### src/rtl/hazard_forward_unit.sv
`default_nettype none
// ============================================================================
// Module      : hazard_forward_unit
// Description : Multi-lane operand/flag forwarding selects and load-use stall
//               sequencer for a superscalar in-order pipeline.
// Revision    : 1.0 - initial release
// ============================================================================
module hazard_forward_unit #(
    parameter  int LANES    = 2,
    parameter  int AW       = 3,
    parameter  int LOAD_LAT = 1,
    localparam int SW       = $clog2(2*LANES+1)
) (
    input  logic                    clk,
    input  logic                    reset,
    input  logic [LANES*2*AW-1:0]   id_src_i,
    input  logic [LANES*2*AW-1:0]   ex_src_i,
    input  logic [LANES-1:0]        ex_wr_i,
    input  logic [LANES-1:0]        ex_load_i,
    input  logic [LANES*AW-1:0]     ex_rd_i,
    input  logic [LANES-1:0]        mem_wr_i,
    input  logic [LANES*AW-1:0]     mem_rd_i,
    input  logic [LANES-1:0]        wb_wr_i,
    input  logic [LANES*AW-1:0]     wb_rd_i,
    input  logic [LANES-1:0]        mem_flag_wr_i,
    input  logic [LANES-1:0]        mem_flag_i,
    input  logic [LANES-1:0]        wb_flag_wr_i,
    input  logic [LANES-1:0]        wb_flag_i,
    output logic [LANES*2*SW-1:0]   fwd_sel_o,
    output logic                    stall_o,
    output logic                    flag_fwd_o,
    output logic                    flag_arch_o
);

    typedef enum logic [0:0] {
        IDLE  = 1'b0,
        STALL = 1'b1
    } state_t;

    state_t     state_q, state_d;
    logic [2:0] cnt_q, cnt_d;
    logic       flag_arch_q, flag_arch_d;
    logic       w_hit;

    // Later assignments override earlier ones: MEM/WB first, then EX/MEM,
    // each in ascending lane order, so the highest EX/MEM lane wins.
    for (genvar o = 0; o < 2*LANES; o++) begin : g_op
        logic [AW-1:0] w_src;
        logic [SW-1:0] w_sel;

        assign w_src = ex_src_i[o*AW +: AW];

        always_comb begin
            w_sel = '0;
            for (int l = 0; l < LANES; l++) begin
                if (wb_wr_i[l] && (wb_rd_i[l*AW +: AW] == w_src) && (w_src != '0))
                    w_sel = SW'(LANES + 1 + l);
            end
            for (int l = 0; l < LANES; l++) begin
                if (mem_wr_i[l] && (mem_rd_i[l*AW +: AW] == w_src) && (w_src != '0))
                    w_sel = SW'(l + 1);
            end
        end

        assign fwd_sel_o[o*SW +: SW] = w_sel;
    end

    always_comb begin
        flag_fwd_o  = flag_arch_q;
        flag_arch_d = flag_arch_q;
        for (int l = 0; l < LANES; l++) begin
            if (wb_flag_wr_i[l]) begin
                flag_fwd_o  = wb_flag_i[l];
                flag_arch_d = wb_flag_i[l];
            end
        end
        for (int l = 0; l < LANES; l++) begin
            if (mem_flag_wr_i[l])
                flag_fwd_o = mem_flag_i[l];
        end
    end

    always_comb begin
        w_hit = 1'b0;
        for (int k = 0; k < LANES; k++) begin
            for (int j = 0; j < 2*LANES; j++) begin
                if (ex_load_i[k] && ex_wr_i[k] && (ex_rd_i[k*AW +: AW] != '0) &&
                    (ex_rd_i[k*AW +: AW] == id_src_i[j*AW +: AW]))
                    w_hit = 1'b1;
            end
        end
    end

    // The IDLE cycle that detects the hit is the first stall cycle; STALL
    // covers the remaining LOAD_LAT-1 cycles.
    always_comb begin
        state_d = state_q;
        cnt_d   = cnt_q;
        stall_o = 1'b0;
        case (state_q)
            IDLE: begin
                stall_o = w_hit;
                if (w_hit && (LOAD_LAT > 1)) begin
                    state_d = STALL;
                    cnt_d   = 3'(LOAD_LAT - 1);
                end
            end
            STALL: begin
                stall_o = 1'b1;
                if (cnt_q == 3'd1) begin
                    state_d = IDLE;
                    cnt_d   = 3'd0;
                end else begin
                    cnt_d   = cnt_q - 3'd1;
                end
            end
            default: begin
                state_d = IDLE;
                cnt_d   = 3'd0;
            end
        endcase
        if (reset)
            stall_o = 1'b0;
    end

    always_ff @(posedge clk) begin
        if (reset) begin
            state_q     <= IDLE;
            cnt_q       <= 3'd0;
            flag_arch_q <= 1'b0;
        end else begin
            state_q     <= state_d;
            cnt_q       <= cnt_d;
            flag_arch_q <= flag_arch_d;
        end
    end

    assign flag_arch_o = flag_arch_q;

endmodule
`default_nettype wire

### config.mk
export PLATFORM = sky130hd
export DESIGN_NAME = hazard_forward_unit
export DESIGN_NICKNAME = d
export VERILOG_FILES = /design/src/rtl/hazard_forward_unit.sv
export SDC_FILE = /design/constraint.sdc
export NUM_CORES = 1
export LEC_CHECK = 0
export CAP_MARGIN = 20
export CORE_UTILIZATION = 45
export CTS_BUF_LIST = sky130_fd_sc_hd__clkbuf_16
export CTS_CLUSTER_SIZE = 40
export DETAILED_ROUTE_END_ITERATION = 7
export PLACE_DENSITY = 0.93
export REMOVE_ABC_BUFFERS = 1
export SLEW_MARGIN = 20
export SYNTH_ARGS = -nofsm -noshare
export SYNTH_HDL_FRONTEND = slang
export SYNTH_SLANG_ARGS = --single-unit
### constraint.sdc
create_clock -name clk -period 3.8 [get_ports clk]
set_input_delay 0.76 -clock clk [delete_from_list [all_inputs] [get_ports clk]]
set_output_delay 0.76 -clock clk [all_outputs]
set_load 0.01 [all_outputs]
==> run_results.csv <==
group,metric,value,unit
outcome,outcome,"finished, final reports clean",
sta,fmax,266,MHz
synth,avgSynthCellArea,6.70,µm²
drt,drtIter0Drc,172,
drt,drc_errors,0,
critical_path,r2r_end,"cnt_q[2]",
sta,setup_tns,0,ns
global_routing,grt_start_max_net_pins,12,
critical_path,start_kind,"input pin",
layout,mostFrequentLayoutCells,"clkdlybuf4s50_1, xnor2_1, nor2_1",
clock_tree,root_buffer,"clkbuf_16",
floorplanning,rows,21,
critical_path,arrival,3.00,ns
synth,synthDistinctLibCells,35,
sta,slew_violations,0,
placement,gp_congestion,0.880,
min_path,hold_path_class,"register to register",
layout,final_common_cell,"clkdlybuf4s50_1",
clock_tree,cts_tree,"yes",
sta,rsz0062_at_grt,"no",
sta,finalCritPeriodShare,98.9,%
power,clockPowerShare,36.7,%
layout,utilization,69.6,%
global_routing,grt_use_met3,4.20,%
layout,area_growth,48.1,%
global_routing,grtUsageMet2,46.7,%
clock_tree,clockBufferDepth,2,
placement,io_buffers,74,
critical_path,path_delay_family,"buffers and inverters",
global_routing,first_global_vias,1659,
synth,ys_seq_area_share,6.38,%
layout,n_fill_cell,268,
critical_path,critPathCaptureType,"output pin",
drt,ant_nets,0,
floorplanning,start_util,47.0,%
layout,diodes,0,
synth,synth.cell_area,1570,µm²
layout,drive_gt1_share,5.57,%
clock_tree,cts.sinks,5,
power,ir_drop,113,µV
sta,hold_violations,0,
sta,fin_crit,3.76,ns
synth,synthCells,234,
min_path,min_from,"cnt_q[0]",
critical_path,crit_fanout,10,
floorplanning,die_area,3720,µm²
clock_tree,holdBufCountCts,0,
clock_tree,clk_pin_slew,0.03,ns
power,power.internal,0.326,mW
power,p_sw,0.145,mW
synth,synthFlopType,"dfxtp_1",
floorplanning,die_h,61.0,µm
floorplanning,coreArea,3340,µm²
synth,synth_top_area_share,21.2,%
critical_path,crit_type,"input pin to output pin",
clock_tree,post-cts-setup-buffers,0,
sta,skew,0.00162,ns
synth,ys_warn_count,0,
global_routing,top_usage_layer,"met2",
power,leakage,0.843,nW
sta,setup_viol,0,
global_routing,grt-ovfl-total,0,
min_path,hold_end,"cnt_q[0]",
drt,vias_per_cell,5.39,
global_routing,met1_usage,29.8,%
clock_tree,clock_latency,0.23,ns
clock_tree,numCtsBuffers,3,
power,combPwrFrac,51.8,%
global_routing,antenna_found_initial,0,
sta,slew-limit-headroom,69.1,%
global_routing,grt_pass1_wl,7130,µm
synth,async_flop_share,0,%
clock_tree,cts_resized,0,
placement,dp_hpwl,3760,µm
critical_path,worst-path-buf-inv,2,
global_routing,grt_usage,25.3,%
drt,vias,1794,
power,p_seq_share,11.4,%
critical_path,path_cells,"clkdlybuf4s50_1 -> nor3b_2 -> a21oi_1 -> o31a_1 -> o41ai_2 -> clkdlybuf4s50_1",
sta,tightestPinTransition,0.462,ns
drt,dr.pass1.iters,4,
critical_path,cp.required,3.04,ns
floorplanning,die_w,61.0,µm
flow_run,drv_cap,0,
critical_path,crit_top_cell,"clkdlybuf4s50_1",
critical_path,r2r_cells,6,
critical_path,reg2reg_setup_slack,2.78,ns
min_path,whs_path_depth,2,
power,p_per_area,203,nW/µm²
synth,synthTopCellsByArea,"xnor2_1, xor2_1, dfxtp_1, a21oi_1, nand3_1",
critical_path,crit_path_top_delay_cell,"clkdlybuf4s50_1",
floorplanning,ios,75,
layout,fin_nets,350,
synth,synth_edf_count,0,
clock_tree,ctsHtreeMaxLevel,1,
synth,ys_ff_latch,5,
critical_path,r2r-start,"cnt_q[0]",
critical_path,worst_path_largest_cell_delay,0.64,ns
power,switching_share,30.8,%
synth,synth.largest_area_cell,"xnor2_1",
drt,drt_wl_total,4530,µm
drt,wl_per_cell,13.6,µm
## worst max-delay path by stage
stage                           from  slack, ns  cells past startpoint             to
final                     wb_rd_i[2]       0.04                      6  fwd_sel_o[10]
after global routing      wb_rd_i[2]       0.01                      6  fwd_sel_o[10]
after CTS                 wb_rd_i[2]       0.05                      6  fwd_sel_o[10]
after detailed placement  wb_rd_i[2]       0.05                      6  fwd_sel_o[10]
after global placement    wb_rd_i[2]       0.16                      6   fwd_sel_o[7]
after floorplan           wb_rd_i[2]       1.40                      4  fwd_sel_o[10]
## synthesized netlist by cell type, drive strengths merged (2+ instances only)
master	count
clkbuf	13
a211oi	2
dfxtp	5
o31a	2
nand3	17
o21a	2
xor2	18
ha	2
o41ai	2
or2	2
nor2	20
o21bai	4
nor3	11
nand4	3
nor3b	2
buf	17
a21oi	17
and2	2
o221ai	4
o22ai	4
xnor2	38
nand2	12
o31ai	4
nand2b	4
inv	10
o21ai	10
o2111ai	2
## worst reg2reg max path: cells and delay by family, from the launching register on
kind	cells	cell delay (ns)
buffers and inverters	1	0.07
adders and majority gates	1	0.19
and+or+nand+nor	3	0.17
AOI/OAI and AO/OA	1	0.12
DFF	1	0.35
## per-stage QoR
stage | hold slack (ns) | total power, mW | area, µm² | setup slack, ns | std cells
final | 0.502 | 0.471 | 2320 | 0.0406 | 333
after global placement | 0.481 | 0.289 | 2240 | 0.160 | 329
after CTS | 0.498 | 0.473 | 2320 | 0.0513 | 333
after detailed placement | 0.491 | 0.297 | 2240 | 0.0518 | 329
after global routing | 0.551 | 0.500 | 2320 | 0.0135 | 333
after floorplan | 0.461 | 0.159 | 1410 | 1.40 | 204
## layout make-up
| type | instances | area, µm² | area share (%) |
|---|---|---|---|
| Timing Repair Buffer | 79 | 778 | 33.5 |
| Multi-Input combinational cell | 189 | 1270 | 54.6 |
| Inverter | 10 | 37.5 | 1.62 |
| Clock inverter | 1 | 5.00 | 0.216 |
| Sequential cell | 5 | 100 | 4.31 |
| Clock buffer | 3 | 75.1 | 3.23 |
| Tap cell | 46 | 57.6 | 2.48 |
## cells by family (layout without fill, tap and decap cells)
logic type	after synthesis	in the layout	synth area share, %
adder cells (fa/ha/maj)	2	2	1.60
AND/OR/NAND/NOR	74	74	23.0
buffers and inverters	40	93	12.7
AO/OA/AOI/OAI	55	55	23.7
multiplexers	2	2	1.36
flip-flops	5	5	6.38
XOR/XNOR	56	56	31.3
## registers in the layout, summed over array words and instances, names as in the netlist
register	flops
state_q	1
cnt_q	3
flag_arch_o	1
## power by group through the flow
stage,sequential [mW],clock (mW),combinational (mW)
2_1_floorplan,0.0549,0,0.104
3_3_place_gp,0.0546,0,0.234
3_5_place_dp,0.0547,0,0.243
4_1_cts,0.0539,0.176,0.243
5_1_grt,0.0539,0.180,0.265
6_report,0.0538,0.173,0.244
## metal layers
metal	share of wire, %	up-vias
met4	0.51	0
met1	40	817
met2	54	73
li1	-	902
met5	0	-
met3	5.9	2
(Power assumes the default switching activity.)
